[config.mk]
export PLATFORM = sky130hd
export DESIGN_NAME = car_lane_engine
export DESIGN_NICKNAME = d
export VERILOG_FILES = /design/src/rtl/car_lane_engine.sv
export SDC_FILE = /design/constraint.sdc
export NUM_CORES = 1
export LEC_CHECK = 0
export ABC_CLOCK_PERIOD_IN_PS = 5880
export BUFFER_PORTS_ARGS = -buffer_cell sky130_fd_sc_hd__buf_2
export CORE_UTILIZATION = 45
export DETAILED_ROUTE_END_ITERATION = 12
export PLACE_DENSITY = 0.63
export SYNTH_ARGS = -nofsm -noshare
export SYNTH_HDL_FRONTEND = slang
export SYNTH_SLANG_ARGS = --single-unit
[constraint.sdc]
create_clock -name clk_in -period 5.88 [get_ports clk_in]
set_input_delay 0.588 -clock clk_in [delete_from_list [all_inputs] [get_ports clk_in]]
set_output_delay 0.588 -clock clk_in [all_outputs]
set_load 0.02 [all_outputs]
[src/rtl/car_lane_engine.sv]
// Four car lanes: per-frame position update with wrap across a virtual track,
// plus registered per-pixel hit flags for the colour stage.
module car_lane_engine #(
    parameter int unsigned H_ACTIVE = 640,
    parameter int unsigned CAR_W    = 64,
    parameter int unsigned CAR_H    = 32,
    parameter int unsigned LANE1_Y  = 96,
    parameter int unsigned LANE2_Y  = 160,
    parameter int unsigned LANE3_Y  = 224,
    parameter int unsigned LANE4_Y  = 288,
    parameter int unsigned SPEED1   = 1,
    parameter int unsigned SPEED2   = 2,
    parameter int unsigned SPEED3   = 3,
    parameter int unsigned SPEED4   = 4,
    parameter int unsigned DIR1     = 1,
    parameter int unsigned DIR2     = 0,
    parameter int unsigned DIR3     = 1,
    parameter int unsigned DIR4     = 0,
    parameter int unsigned INIT1    = 0,
    parameter int unsigned INIT2    = 200,
    parameter int unsigned INIT3    = 400,
    parameter int unsigned INIT4    = 600
) (
    input  logic       clk_in,
    input  logic       reset,
    input  logic       enable,
    input  logic       frame_tick,
    input  logic [1:0] level,
    input  logic       video_on,
    input  logic [9:0] pix_x,
    input  logic [9:0] pix_y,
    output logic       boxC1,
    output logic       boxC2,
    output logic       boxC3,
    output logic       boxC4,
    output logic [9:0] car1_x,
    output logic [9:0] car2_x,
    output logic [9:0] car3_x,
    output logic [9:0] car4_x
);
    localparam int unsigned W = H_ACTIVE + CAR_W;

    localparam int unsigned LANE_Y [4] = '{LANE1_Y, LANE2_Y, LANE3_Y, LANE4_Y};
    localparam int unsigned SPEED  [4] = '{SPEED1, SPEED2, SPEED3, SPEED4};
    localparam int unsigned DIR    [4] = '{DIR1, DIR2, DIR3, DIR4};
    localparam int unsigned INIT   [4] = '{INIT1, INIT2, INIT3, INIT4};

    logic [10:0] w_px;
    logic [10:0] w_py;

    assign w_px = {1'b0, pix_x};
    assign w_py = {1'b0, pix_y};

    for (genvar g = 0; g < 4; g++) begin : g_car
        if (SPEED[g] + 3 >= W) begin : g_bad_speed
            $error("car_lane_engine: SPEED + max level must be below track width");
        end
        if (INIT[g] >= W) begin : g_bad_init
            $error("car_lane_engine: INIT must be below track width");
        end

        logic [9:0]  r_x;
        logic        r_box;
        logic [10:0] w_step;
        logic [10:0] w_x;
        logic [10:0] w_sum;
        logic [9:0]  w_next;
        logic        w_hit;

        assign w_step = 11'(SPEED[g]) + {9'b0, level};
        assign w_x    = {1'b0, r_x};

        // Wrap keeps the track a closed ring of W positions in both directions.
        always_comb begin
            w_sum = w_x + w_step;
            if (DIR[g] != 0) begin
                w_next = (w_sum >= 11'(W)) ? 10'(w_sum - 11'(W)) : 10'(w_sum);
            end else begin
                w_next = (w_x >= w_step) ? 10'(w_x - w_step) : 10'(w_x + 11'(W) - w_step);
            end
        end

        // Car occupies columns x-CAR_W .. x-1; pre-update position is used.
        assign w_hit = video_on
                     & (w_py >= 11'(LANE_Y[g]))
                     & (w_py <  11'(LANE_Y[g] + CAR_H))
                     & (w_px + 11'(CAR_W) >= w_x)
                     & (w_px < w_x);

        always_ff @(posedge clk_in) begin
            if (reset) begin
                r_x   <= 10'(INIT[g]);
                r_box <= 1'b0;
            end else begin
                r_box <= w_hit;
                if (frame_tick && enable) begin
                    r_x <= w_next;
                end
            end
        end
    end

    assign car1_x = g_car[0].r_x;
    assign car2_x = g_car[1].r_x;
    assign car3_x = g_car[2].r_x;
    assign car4_x = g_car[3].r_x;
    assign boxC1  = g_car[0].r_box;
    assign boxC2  = g_car[1].r_box;
    assign boxC3  = g_car[2].r_box;
    assign boxC4  = g_car[3].r_box;
endmodule

# Word-level counts from Yosys, hierarchy flattened
# Index checks and enable logic that the tools add are counted.
[word_totals]
register_bits = 44
inputBits = 27
wordCells = 64
[op_classes]
bitwise = 16
add_sub_neg = 15
reduce_logical = 1
muxes = 4
n_lt_le_gt_ge = 20
[ops]
columns = ["operator", "n"]
rows = [
  ["11-bit by 10-bit >= comparator with 1-bit output", 4],
  ["10-bit < comparator", 4],
  ["10-bit two-way mux", 4],
  ["10-bit by 3-bit adder with 11-bit output", 2],
  ["11-bit by 10-bit >= comparator with 1-bit output, second input constant", 2],
  ["10-bit adder, second input constant", 2],
  ["10-bit by 8-bit >= comparator with 1-bit output, second input constant", 2],
  ["10-bit by 8-bit < comparator with 1-bit output, second input constant", 2],
  ["10-bit by 9-bit < comparator with 1-bit output, second input constant", 2],
  ["10-bit subtractor, second input constant", 2],
  ["10-bit by 3-bit subtractor with 10-bit output", 2],
  ["10-bit by 4-bit subtractor with 10-bit output", 2],
  ["1-bit bitwise AND", 16],
  ["10-bit by 7-bit adder with 11-bit output, second input constant", 1],
  ["10-bit by 3-bit >= comparator with 1-bit output", 1],
  ["10-bit by 4-bit >= comparator with 1-bit output", 1],
  ["10-bit by 7-bit >= comparator with 1-bit output, second input constant", 1],
  ["10-bit by 9-bit >= comparator with 1-bit output, second input constant", 1],
  ["2-bit by 2-bit adder with 3-bit output, first input constant", 2],
  ["3-bit by 2-bit adder with 4-bit output, first input constant", 1],
  ["1-bit by 2-bit adder with 3-bit output, first input constant", 1],
  ["1-bit logical AND", 1],
]

# Depth between registers and ports, before layout
[depth]
depth_word = 5
ltp_mapped = 13
ltp_nobuf = 13

# Least setup slack after synthesis
# OpenSTA, ideal clock, no wires.
[synth_timing]
path_type = "input to register"
from = "in level[1]"
to = "reg g_car[2].r_x[6], in the netlist car3_x[6]"
setup_ns = 0.121
path_buffers = 0
path_slack_ns = 3.185
path_stages = 10
arrival_ns = 2.574
required_ns = 5.759
cell_sequence = "inv_1 -> ha_1 -> inv_1 -> ha_1 -> fa_1 -> nand3_1 -> xnor2_1 -> o31a_1 -> o2111ai_1 -> mux2_2"
[synth_between]
elab_chain_len = 4
word_cells_on_any_way = 5
[synth_rtl]
columns = ["item", "line", "source"]
rows = [
  ["from (decl)", "28", "input logic [1:0] level,"],
  ["2-bit by 2-bit adder with 3-bit output *", "70", "assign w_step = 11'(SPEED[g]) + {9'b0, level};"],
  ["10-bit by 3-bit adder with 11-bit output *", "75", "w_sum = w_x + w_step;"],
  ["10-bit subtractor / 11-bit by 10-bit >= comparator with 1-bit output (equally long branches)", "77", "w_next = (w_sum >= 11'(W)) ? 10'(w_sum - 11'(W)) : 10'(w_sum);"],
  ["10-bit two-way mux *", "77", ""],
  ["to (signal assigned)", "92", "r_x <= 10'(INIT[g]);"],
  ["to (signal assigned)", "97", "r_x <= w_next;"],
  ["to (decl)", "62", "logic [9:0] r_x;"],
]
# Every way passes the cells marked *; elsewhere a longest branch is shown, timed or not.
# A chain may end at the register's enable or synchronous reset.

# Final worst setup path
[layout_timing]
from = "in level[1]"
to = "reg g_car[2].r_x[7], in the netlist car3_x[7]"
# The elaborated chain is that of the path after synthesis.

==> flow_summary.json <==
{
  "finalSetupViolations": 0,
  "boundaryPins": 71,
  "fmax_mhz": 334,
  "gr-total-overflow": 0,
  "hold_viol_final": 0,
  "fp-row-count": 36,
  "relSlewSlack_pct": 59.9,
  "total_power_uw": 843,
  "maxCapViolCount": 0,
  "grt_pass1_wl_um": 20400,
  "p_leak_uw": 0.00230,
  "reg2reg_to": "car3_x[7]",
  "synthesis.area_sq_um": 4690,
  "dp.final_hpwl_um": 9350,
  "path_clk_slew_ns": 0.09,
  "ys.flop_type": "dfxtp_1",
  "ff2ff_path_depth": 12,
  "timing.final.crit_share_pct": 50.9,
  "ys_seq_area_share_pct": 18.8,
  "area_delta_synth_final_pct": 11.0,
  "status": "finished, final reports clean",
  "ys_warn_count": 0,
  "root_buffer": "clkbuf_8",
  "grt_pass1_vias": 4186,
  "cp_slowest_stage_delay_ns": 0.35,
  "crit_arrival_ns": 3.17,
  "viasPerCell": 5.69,
  "clk_path_buf_depth": 2,
  "postCtsResizedCells": 0,
  "crit_required_ns": 6.06,
  "place.gp.congestion": 0.873,
  "initial_core_util_pct": 47.2,
  "endpoint_kind": "flip-flop",
  "clock_latency_ns": 0.30,
  "powerDensity_nw_per_um2": 162,
  "clock_sinks": 44,
  "regArea_sq_um": 881,
  "synth_seq_cells": 44,
  "io_buffer_count": 65,
  "numCtsBuffers": 5,
  "hold_path_depth": 2,
  "antenna_found_initial": 0,
  "drc": 0,
  "worstHoldEndpoint": "car3_x[1]",
  "core_region_area_sq_um": 9950,
  "fp.dieW_um": 104,
  "crit_chain": "buf_2, inv_1, ha_1, inv_1, ha_1, fa_1, inv_1, nor3_1, nor2_1, nor3_1, nor2_1, a211oi_1, o211ai_1",
  "synth_async_sr_flop_share_pct": 0,
  "rsz0062_at_grt": "false",
  "drv_slew": 0,
  "cts-hold-fix-buffers": 0,
  "regToRegSetupSlack_ns": 3.26,
  "num-nets-final": 777,
  "vias": 4471,
  "insertedDiodeCount": 0,
  "layout-drive-gt1-share_pct": 12.9,
  "dieArea_sq_um": 10800,
  "drt_pass1_iterations": 5,
  "synth_edf_count": 0,
  "worst_pin_slew_ns": 0.600,
  "wirelength_um": 12400,
  "ant_nets": 0,
  "wl_per_cell_um": 15.7,
  "min_period_ns": 2.99,
  "drt_iter0_markers": 160,
  "post_cts_buffers": 0,
  "cpMostUsedCell": "inv_1",
  "fin_worst_skew_ns": 0.00350,
  "min_from": "car3_x[1]",
  "postSynthCellCount": 595,
  "fillers": 971,
  "grt_max_degree": 42,
  "path_class": "input port to flip-flop",
  "htreeDepth": 2,
  "grtUsageTotal_pct": 23.3,
  "slowest_stage": "nor3_1",
  "hold_path_class": "flip-flop to flip-flop",
  "rr_startpoint": "car3_x[1]",
  "fin_setup_tns_ns": 0,
  "multi_input_area_sq_um": 3490,
  "die_h_um": 104,
  "crit_fanout": 7,
  "cts_tree": "built",
  "yosysUniqueCellTypes": 66,
  "cp-start-kind": "input port",
  "avgSynthCellArea_sq_um": 7.89,
  "synth_nets": 720,
  "ir_drop_mv": 0.0966
}
-- per-layer routing --
metal	up-vias	share of wire (%)	GRT usage [%]
met1	2074	48	31.6
met5	-	0	0
li1	2266	-	-
met3	12	4.7	2.82
met4	0	0.97	5.51
met2	119	46	39.2
-- cells in the mapped netlist (all sizes together) (4+ instances only) --
library cell | n | area [sq um]
a2111oi | 4 | 35.0
a211o | 4 | 36.3
a211oi | 13 | 97.6
a21oi | 31 | 155
a31oi | 10 | 62.6
and4 | 4 | 35.0
buf | 8 | 48.8
clkbuf | 10 | 37.5
dfxtp | 44 | 881
fa | 7 | 140
ha | 91 | 1140
inv | 63 | 236
nand2 | 42 | 160
nand3 | 19 | 95.1
nand4 | 8 | 50.1
nor2 | 57 | 214
nor2b | 5 | 31.3
nor3 | 25 | 125
o2111ai | 4 | 41.3
o211ai | 7 | 52.6
o21a | 10 | 75.1
o21ai | 42 | 214
o31ai | 4 | 30.0
xnor2 | 24 | 210
-- worst max-delay path: cells and delay by family --
family          cells  cell delay [ns]
compound gates      2             0.33
buf+inv             4             0.60
fa+ha+maj           3             0.85
simple gates        4             0.81
-- layout make-up --
cell class / count / area share (%)
tap: 133 / 3.19
multi-input combinational: 469 / 66.9
timing repair buffer: 68 / 6.67
inverter: 64 / 4.61
sequential: 44 / 16.9
clock buffer: 8 / 1.73
-- state kept, by name, summed over array words and instances (netlist names) --
name	cells
boxC4	1
car3_x	10
car4_x	10
boxC3	1
car2_x	10
boxC2	1
car1_x	10
boxC1	1
-- cell usage in the layout (no fill, tap or decap), types with 4 or more instances in the layout --
cell	instances
nor3_1	25
nand3_1	19
ha_1	91
o21ai_0	41
clkbuf_8	6
and4_1	4
dfxtp_1	44
fa_1	7
buf_2	65
nand4_1	8
a2111oi_0	4
a31oi_1	10
o31ai_1	4
inv_1	63
nor2_1	57
nand2_1	41
a21oi_1	31
xnor2_1	24
nor2b_1	5
o211ai_1	7
o21a_1	10
a211oi_1	13
-- stage by stage --
step	util [%]	worst slack (ns)	hold WS, ns	cell area, sq um	cells
finish	52.4	2.89	0.495	5210	786
global route	52.4	2.50	0.537	5210	786
CTS	52.4	2.86	0.503	5210	786
detailed placement	51.5	2.54	0.489	5120	778
global placement	51.5	2.54	0.464	5120	778
floorplan	-	3.19	0.546	4690	595
-- logic make-up (layout without fill, tap and decap cells) --
| group | count (synthesis) | after routing | synth area share, % |
|---|---|---|---|
| adder cells (fa/ha/maj) | 98 | 98 | 27.2 |
| multiplexers | 5 | 5 | 1.15 |
| buffers and inverters | 82 | 140 | 6.96 |
| XOR/XNOR | 27 | 27 | 5.04 |
| flip-flops | 44 | 44 | 18.8 |
| AO/OA/AOI/OAI | 156 | 156 | 22.4 |
| AND/OR/NAND/NOR | 183 | 183 | 18.5 |
-- power by group --
part           internal, uW  switching (uW)
sequential              310            14.9
clock                  96.2             112
combinational           122             188
total                   528             315
-- worst max path at each step --
stage,startpoint,to,slack [ns],cells after the start
after floorplan,level[1],car3_x[6],3.19,10
after global placement,level[1],car3_x[6],2.54,12
after detailed placement,level[1],car3_x[7],2.54,13
after CTS,level[1],car3_x[7],2.86,13
after global routing,level[1],car3_x[7],2.50,13
final,level[1],car3_x[7],2.89,13
(Power assumes the default switching activity.)
